**src/rtl/mdio_pkg.sv**
```systemverilog
// Clause-22 MDIO frame constants and FSM state encoding shared by the MDIO master.
package mdio_pkg;
  typedef enum logic [2:0] {IDLE, PREAMBLE, HEADER, TA, DATA, IDLE_BIT, DONE} mdio_state_t;

  localparam logic [1:0] MDIO_ST    = 2'b01;
  localparam logic [1:0] MDIO_OP_WR = 2'b01;
  localparam logic [1:0] MDIO_OP_RD = 2'b10;
  localparam int HDR_BITS  = 14;
  localparam int TA_BITS   = 2;
  localparam int DATA_BITS = 16;

  // Serial image from ST through DATA, MSB first; the TA pair is the write-frame 1,0.
  function automatic logic [31:0] mdio_frame(input logic wr, input logic [4:0] phy,
                                             input logic [4:0] regad, input logic [15:0] wdata);
    return {MDIO_ST, (wr ? MDIO_OP_WR : MDIO_OP_RD), phy, regad, 2'b10, wdata};
  endfunction
endpackage

```
**src/rtl/mdio_mdc_gen.sv**
```systemverilog
// MDC divider: low half then high half of CLK_DIV cycles each; counter held at zero while disabled.
// slot_start marks the edge that opens the next slot (mdc falls), rise the edge where mdc goes high.
module mdio_mdc_gen #(
  parameter int CLK_DIV = 50
) (
  input  logic clk,
  input  logic arst_n,
  input  logic en,
  output logic mdc,
  output logic slot_start,
  output logic rise
);
  localparam int CW = $clog2(2 * CLK_DIV);

  logic [CW-1:0] cnt;

  // The counter runs one behind the elapsed cycles of the slot, since the opening edge belongs to the FSM.
  assign slot_start = en && (cnt == CW'(2 * CLK_DIV - 1));
  assign rise       = en && (cnt == CW'(CLK_DIV - 1));

  always_ff @(posedge clk or negedge arst_n) begin
    if (!arst_n) begin
      cnt <= '0;
      mdc <= 1'b0;
    end else if (!en) begin
      cnt <= '0;
      mdc <= 1'b0;
    end else begin
      cnt <= slot_start ? '0 : cnt + 1'b1;
      if (rise)            mdc <= 1'b1;
      else if (slot_start) mdc <= 1'b0;
    end
  end
endmodule

```
**src/rtl/mdio_master.sv**
```systemverilog
// Clause-22 MDIO master: one register read/write per command, serialised onto MDC/MDIO.
// Response is a single-cycle pulse (P+33)*2*CLK_DIV+1 cycles after the handshake; no response backpressure.
module mdio_master #(
  parameter int CLK_DIV      = 50,
  parameter int PREAMBLE_LEN = 32,
  parameter int SYNC_STAGES  = 2
) (
  input  logic        clk,
  input  logic        arst_n,
  input  logic        cmd_valid,
  output logic        cmd_ready,
  input  logic        cmd_write,
  input  logic [4:0]  cmd_phy_addr,
  input  logic [4:0]  cmd_reg_addr,
  input  logic [15:0] cmd_wdata,
  output logic        rsp_valid,
  output logic [15:0] rsp_rdata,
  output logic        rsp_err,
  output logic        mdc,
  output logic        mdio_o,
  output logic        mdio_hiz,
  input  logic        mdio_i
);
  import mdio_pkg::*;

  localparam logic [4:0] PRE_LAST  = (PREAMBLE_LEN > 0) ? 5'(PREAMBLE_LEN - 1) : 5'd0;
  localparam logic [4:0] HDR_LAST  = 5'(HDR_BITS - 1);
  localparam logic [4:0] TA_LAST   = 5'(TA_BITS - 1);
  localparam logic [4:0] DATA_LAST = 5'(DATA_BITS - 1);

  mdio_state_t state, nxt_state;
  logic [4:0]  idx, nxt_idx, pos;
  logic        wr_q, wr_sel, nxt_o, nxt_hiz;
  logic [4:0]  phy_q, reg_q;
  logic [15:0] wdata_q;
  logic [31:0] frame;
  logic [SYNC_STAGES-1:0] sync;
  logic        slot_start, rise, accept, advance;

  assign accept  = cmd_valid && cmd_ready;
  assign advance = accept || slot_start;

  mdio_mdc_gen #(.CLK_DIV(CLK_DIV)) u_mdc (
    .clk        (clk),
    .arst_n     (arst_n),
    .en         (state != IDLE),
    .mdc        (mdc),
    .slot_start (slot_start),
    .rise       (rise)
  );

  // Next slot's segment/index and the pad value it drives; the handshake edge opens slot 0.
  always_comb begin
    nxt_state = state;
    nxt_idx   = idx + 5'd1;
    case (state)
      IDLE:     begin nxt_state = (PREAMBLE_LEN == 0) ? HEADER : PREAMBLE; nxt_idx = '0; end
      PREAMBLE: if (idx == PRE_LAST)  begin nxt_state = HEADER;   nxt_idx = '0; end
      HEADER:   if (idx == HDR_LAST)  begin nxt_state = TA;       nxt_idx = '0; end
      TA:       if (idx == TA_LAST)   begin nxt_state = DATA;     nxt_idx = '0; end
      DATA:     if (idx == DATA_LAST) begin nxt_state = IDLE_BIT; nxt_idx = '0; end
      IDLE_BIT: begin nxt_state = DONE; nxt_idx = '0; end
      default:  begin nxt_state = IDLE; nxt_idx = '0; end
    endcase

    wr_sel = (state == IDLE) ? cmd_write : wr_q;
    frame  = (state == IDLE) ? mdio_frame(cmd_write, cmd_phy_addr, cmd_reg_addr, cmd_wdata)
                             : mdio_frame(wr_q, phy_q, reg_q, wdata_q);
    case (nxt_state)
      HEADER:  pos = nxt_idx;
      TA:      pos = nxt_idx + 5'(HDR_BITS);
      DATA:    pos = nxt_idx + 5'(HDR_BITS + TA_BITS);
      default: pos = '0;
    endcase

    nxt_o   = 1'b1;
    nxt_hiz = 1'b1;
    case (nxt_state)
      PREAMBLE: nxt_hiz = 1'b0;
      HEADER:   begin nxt_o = frame[5'd31 - pos]; nxt_hiz = 1'b0; end
      TA, DATA: begin nxt_o = wr_sel ? frame[5'd31 - pos] : 1'b1; nxt_hiz = !wr_sel; end
      default:  ;
    endcase
  end

  always_ff @(posedge clk or negedge arst_n) begin
    if (!arst_n) begin
      sync <= '1;
    end else begin
      sync[0] <= mdio_i;
      for (int i = 1; i < SYNC_STAGES; i++) sync[i] <= sync[i-1];
    end
  end

  always_ff @(posedge clk or negedge arst_n) begin
    if (!arst_n) begin
      state     <= IDLE;
      idx       <= '0;
      cmd_ready <= 1'b1;
      rsp_valid <= 1'b0;
      rsp_rdata <= '0;
      rsp_err   <= 1'b0;
      mdio_o    <= 1'b1;
      mdio_hiz  <= 1'b1;
      wr_q      <= 1'b0;
      phy_q     <= '0;
      reg_q     <= '0;
      wdata_q   <= '0;
    end else begin
      rsp_valid <= 1'b0;
      if (accept) begin
        wr_q      <= cmd_write;
        phy_q     <= cmd_phy_addr;
        reg_q     <= cmd_reg_addr;
        wdata_q   <= cmd_wdata;
        rsp_err   <= 1'b0;
        rsp_rdata <= '0;
        cmd_ready <= 1'b0;
      end
      if (advance) begin
        state    <= nxt_state;
        idx      <= nxt_idx;
        mdio_o   <= nxt_o;
        mdio_hiz <= nxt_hiz;
        if (nxt_state == DONE) rsp_valid <= 1'b1;
      end else if (state == DONE) begin
        state     <= IDLE;
        cmd_ready <= 1'b1;
      end
      // Reads sample the synchronised pad on the MDC rising edge.
      if (rise && !wr_q) begin
        if (state == TA && idx == TA_LAST) rsp_err <= sync[SYNC_STAGES-1];
        if (state == DATA) rsp_rdata <= {rsp_rdata[14:0], sync[SYNC_STAGES-1]};
      end
    end
  end
endmodule

```
**config.mk**
```make
export PLATFORM = sky130hd
export DESIGN_NAME = mdio_master
export DESIGN_NICKNAME = d
export VERILOG_FILES = /design/src/rtl/mdio_pkg.sv /design/src/rtl/mdio_mdc_gen.sv /design/src/rtl/mdio_master.sv
export SDC_FILE = /design/constraint.sdc
export NUM_CORES = 1
export LEC_CHECK = 0
export CORE_MARGIN = 8
export CORE_UTILIZATION = 39
export DETAILED_ROUTE_END_ITERATION = 10
export PLACE_DENSITY = 0.65
export SLEW_MARGIN = 20
export SYNTH_ARGS = -nofsm -noshare
export SYNTH_HDL_FRONTEND = slang
export SYNTH_SLANG_ARGS = --single-unit
```
**constraint.sdc**
```tcl
create_clock -name clk -period 3.8 [get_ports clk]
set_input_delay 0.38 -clock clk [delete_from_list [all_inputs] [get_ports clk]]
set_output_delay 0.38 -clock clk [all_outputs]
set_load 0.01 [all_outputs]
```
== Word-level counts from Yosys, hierarchy flattened ==
Cells that the tools add are included.
W data, S select, Z words.

* Bits in registers: 66
* Latch bits: 0
* Memory bits (writable): 0
* Memory bits (read-only): 0
* Bits of input ports: 31
* Output and inout bits: 22
* Memories kept: 0

* $add $sub $neg: 5
* $mul: 0
* Divide/modulo/power cells: 0
* Magnitude comparators: 1
* Eq/ne operators: 18
* Shift-type cells: 0
* Multiplexer cells: 38
* Bitwise operators: 0
* Reduce and logical (&&, ||, !) cells: 13

{| class="wikitable"
|+ Operator list
! cell !! number
|-
| $mux W16 || 3
|-
| $mux W30 || 1
|-
| $mux W5 || 4
|-
| $pmux W5 S4 || 1
|-
| $mux W3 || 6
|-
| $pmux W3 S6 || 1
|-
| $eq A3 B3 Y1 const B || 5
|-
| $pmux W5 S3 || 1
|-
| $mux W1 || 14
|-
| $mux W7 || 2
|-
| $eq A3 B2 Y1 const B || 4
|-
| $eq A5 B4 Y1 const B || 2
|-
| $add A7 B1 Y7 const B || 1
|-
| $eq A7 B6 Y1 const B || 1
|-
| $eq A7 B7 Y1 const B || 1
|-
| $eq A3 B1 Y1 const B || 2
|-
| $lt A5 B6 Y1 const B || 1
|-
| $add A5 B1 Y5 const B || 1
|-
| $add A5 B4 Y5 const B || 1
|-
| $add A5 B5 Y5 const B || 1
|-
| $bmux W1 S5 || 1
|-
| $eq A5 B1 Y1 const B || 1
|-
| $eq A5 B5 Y1 const B || 1
|-
| $logic_and A1 B1 Y1 || 5
|-
| 10 further kinds || 14
|}

== Depth between registers and ports, before layout ==
* Depth in word-level cells: 10
* Depth in mapped cells: 16

== Hierarchy ==
Synthesis repeated with hierarchy kept, for this count alone.

* Cells, all modules: 364
* Area, all modules: 3624.7 sq um

{| class="wikitable"
|+ By module, submodules not included
! module !! instances !! cells each !! area an instance (sq um)
|-
| mdio_master || 1 || 325 || 3223.1
|-
| mdio_mdc_gen || 1 || 39 || 401.6
|}

== Worst setup path after synthesis ==
Ideal clock, no wire load.

* Path kind: register to register
* Start: reg idx[0]
* End: reg mdio_o
* Setup time: 0.061 ns
* Arrival: 3.562 ns
* Slack: 0.178 ns
* Cell stages (with the launch flop): 16
* Path buffers: 1
* Clock period less this slack: 3.622 ns
* Cells stage by stage: dfrtp_1 -> ha_1 -> nand3_1 -> inv_1 -> ha_1 -> or4b_4 -> o211ai_1 -> clkbuf_1 -> nor2_1 -> or2_2 -> ha_1 -> a2bb2oi_1 -> nor2_1 -> a32o_1 -> o211ai_2 -> o211a_1

* Cells in the longest elaborated chain, start to end: 10
* Elaborated cells on any way between the ends: 27
* Classes of those cells: 4 x add/sub; 7 x eq/ne; 15 x mux; 1 x reduce/logical

{| class="wikitable"
|+ Ends and longest elaborated chain
! what !! RTL line !! RTL
|-
| from (decl) || mdio_master.sv:32 || <nowiki>logic [4:0] idx, nxt_idx, pos;</nowiki>
|-
| from (signal assigned) || mdio_master.sv:122 || <nowiki>idx <= nxt_idx;</nowiki>
|-
| $add A5 B1 Y5 (tied with other cells) || mdio_master.sv:55 || <nowiki>nxt_idx = idx + 5'd1;</nowiki>
|-
| $mux W5 (tied with other cells) || mdio_master.sv:61 || <nowiki>DATA: if (idx == DATA_LAST) begin nxt_state = IDLE_BIT; nxt_idx = '0; end</nowiki>
|-
| $pmux W5 S4 / $pmux W3 S6 (equally long branches) || mdio_master.sv:56 || <nowiki>case (state)</nowiki>
|-
| $add A5 B5 Y5 (tied with other cells) || mdio_master.sv:72 || <nowiki>DATA: pos = nxt_idx + 5'(HDR_BITS + TA_BITS);</nowiki>
|-
| $pmux W5 S3 || mdio_master.sv:69 || <nowiki>case (nxt_state)</nowiki>
|-
| $sub A5 B5 Y5 || mdio_master.sv:80, mdio_master.sv:81 ||
|-
| $bmux W1 S5 || mdio_master.sv:80, mdio_master.sv:81 ||
|-
| $mux W1 (not written as such) || mdio_master.sv:80, mdio_master.sv:81 ||
|-
| $mux W1 || mdio_master.sv:81 || <nowiki>TA, DATA: begin nxt_o = wr_sel ? frame[5'd31 - pos] : 1'b1; nxt_hiz = !wr_sel; end</nowiki>
|-
| $pmux W1 S2 (*) || mdio_master.sv:78 || <nowiki>case (nxt_state)</nowiki>
|-
| to (signal assigned) || mdio_master.sv:123 || <nowiki>mdio_o <= nxt_o;</nowiki>
|-
| to (decl) || mdio_master.sv:20 || <nowiki>output logic mdio_o,</nowiki>
|}

Mark *: on every way between the ends. The rest lies on a longest branch, timed or not. The select of a mux whose other input is x is not followed.
A chain may end at the register's enable or synchronous reset.

== Worst setup path in the final report ==
Same ends and word-level chain as after synthesis.

==> results.txt <==
Post-synth EDFFs - 0
htree depth - 3
number of global-route vias before repair - 3008
Clk Latency, worst-skew pair - 0.34 ns
most frequent cells in the layout - nand2_1, dfrtp_1, clkdlybuf4s50_1, nand3_1, mux2_2
I/O pin count - 53
CTS root buf - clkbuf_8
final slew viol count - 0
nets@finish - 470
pwr dens - 582 nW/um^2
Chip Height - 113 um
Worst Tran Pin Value - 0.697 ns
Min Hold Slack - 0.0154 ns
CP delay by family, top - simple AND/OR/NAND/NOR gates
Vias/cell - 5.44
first-pass GRT wire length - 14600 um
largest net degree at the start of global routing - 45
clk_skew - 0.00875 ns
Fillers - 843
final critical-path required period - 3.51 ns
vias - 2978
slowest CP cell - or4b_4
Max Cap Violations - 0
final hold vios - 0
Max Clock Freq - 285 MHz
total power - 2610 uW
Synth Flop Type - dfrtp_1
layout cells sized above 1 - 16.1%
Placed Area - 4260 sq um
cell chain of the critical path - ha_1 -> nand3_1 -> inv_1 -> ha_1 -> or4b_4 -> o211ai_1 -> nor2_1 -> or2_2 -> ha_1 -> a2bb2oi_2 -> nand2_1 -> o32ai_1 -> o211ai_2 -> o211a_1
ant diodes - 0
M2 GR Usage - 22.0%
area grow syn2layout - 23.4%
row count - 35
syn_nets - 418
WL per Instance - 16.0 um
IO Port Bufs - 52
worst vdd ir - 292 uV
final std cells w/o fill - 547
M3 GR Usage - 3.06%
router iterations before antenna repair - 5
GR peak layer - met2
post-DP HPWL - 6390 um
syn_area_per_cell - 9.59 sq um
Cells after Synth - 379
slew margin rel. - 53.4%
asr flop ratio synth - 100%
most common library cell in the layout ignoring fill and taps - nand2_1
Data arrival, critical path - 3.78 ns
CTS clk-pin slew, worst paths - 0.08 ns
Most common cell on crit path - ha_1
data required time of the critical path - 4.07 ns
Worst Setup End Kind - flop
Initial Util - 39.7%
setup tns final - 0 ns
Synth warnings - 0
placed cell count - 529
RSZ-0062 raised after global routing - no
Core Area - 9150 sq um
DRC - 0
antenna-violating nets left - 0
worst-case clock buffer depth - 2
critical path class - reg2reg
Non-Filler Cell Area, Final - 4490 sq um
GRT Util Overall - 14.2%
Synth Cell Area - 3640 sq um
placer's final routability congestion estimate - 0.881
initial DRC count - 178
met1 Resource Use GR - 18.4%
Netlist cell types - 61
final worst path period share - 92.4%
worst path bufs/invs - 1
Num CTS Buffers - 9
hold buffers post-CTS - 0
sequential share of the synthesized area - 45.6%
Leak - 0.00200 uW
GR Overflow Total - 0
startpoint class of the critical path - flop
synthesized flop and latch total - 66
Critical Path Max Stage Delay - 0.58 ns
final wirelength - 8770 um
initial antenna violation count - 0
CTS sink cnt - 66
CTS tree - built
die area - 12700 sq um
crit-path max FO - 6
status - finished, final reports clean
Chip Width - 113 um
Hold Path Class - in2async
final setup fails - 0
## routing by layer
layer / routed length, um / vias to the layer above
met3: 336 / 12
met5: 0 / -
met2: 4280 / 59
li1: - / 1463
met4: 162 / 0
met1: 4000 / 1444
## cells in the mapped netlist (2+ instances only)
cell | number | area, sq um
o22ai_1 | 3 | 18.8
a21oi_1 | 14 | 70.1
buf_2 | 2 | 10.0
and2_1 | 3 | 18.8
a22o_1 | 2 | 17.5
and3_1 | 5 | 31.3
nor3_1 | 9 | 45.0
or2_2 | 2 | 12.5
nand2_1 | 61 | 229
xnor2_1 | 4 | 35.0
nand3b_1 | 2 | 15.0
nor2_1 | 26 | 97.6
mux2_2 | 28 | 315
o31ai_1 | 2 | 15.0
nand2b_1 | 2 | 12.5
o21ai_0 | 11 | 55.1
dfrtp_1 | 61 | 1530
xor2_1 | 4 | 35.0
mux2i_1 | 8 | 80.1
or3_1 | 3 | 18.8
nand4_1 | 2 | 12.5
inv_1 | 8 | 30.0
nor2b_1 | 5 | 31.3
o211ai_1 | 6 | 45.0
o211a_1 | 2 | 20.0
dfstp_2 | 5 | 131
a211oi_1 | 2 | 15.0
a211o_1 | 2 | 17.5
a21o_1 | 3 | 22.5
a22oi_1 | 3 | 22.5
ha_1 | 8 | 100
nand3_1 | 30 | 150
o21bai_1 | 2 | 15.0
a2bb2oi_1 | 3 | 26.3
clkbuf_1 | 18 | 67.6
a21boi_0 | 2 | 15.0
o21ai_1 | 2 | 10.0
## registers in the layout (all words and copies together), names as in the netlist
name	count
rsp_rdata	16
wdata_q	16
u_mdc.cnt	7
idx	5
phy_q	5
reg_q	5
state	3
sync	2
cmd_ready	1
mdio_hiz	1
mdio_o	1
rsp_err	1
rsp_valid	1
u_mdc.mdc	1
wr_q	1
## cell type report
type	instances	area [sq um]	share of cell area [%]
Clock buffer	11	141	3.15
Tap cell	111	139	3.10
Sequential cell	66	1660	37.0
Multi-Input combinational cell	284	1870	41.6
Timing Repair Buffer	62	591	13.2
Inverter	8	30.0	0.669
Clock inverter	5	61.3	1.37
## kinds of logic after synthesis
kind of cell,synth area share (%)
simple gates,19.9
compound gates,15.7
flops,45.6
mux,10.9
buf+inv,3.27
xor+xnor,1.93
fa+ha+maj,2.75
## power breakdown
group          total [uW]  switching, uW  internal (uW)
sequential            940            110            830
combinational        1060            567            492
clock                 610            285            325
total                2610            962           1650
## timing repair
action                     in CTS  in global routing
setup endpoints to repair       0                  1
resized for setup               0                  2
setup buffers                   0                  2
## stage by stage
stage,setup slack [ns],utilization [%]
after floorplan,0.178,-
after global placement,0.280,46.6
after detailed placement,0.103,46.6
after CTS,0.0704,48.8
after global routing,0.0650,49.0
final,0.289,49.0
## path summary, 6_finish.rpt
kind,start,end,slack [ns],cells past startpoint
worst min-delay path,arst_n,wdata_q[4],0.02,1
worst max-delay path,idx[0],mdio_o,0.29,14
min in group clk,sync[0],sync[1],0.36,0
max in group asynchronous,arst_n,idx[0],2.79,2
worst min register to register,sync[0],sync[1],0.36,0
worst max register to register,idx[0],mdio_o,0.29,14
Note: power is estimated with default switching activity, not from simulation.
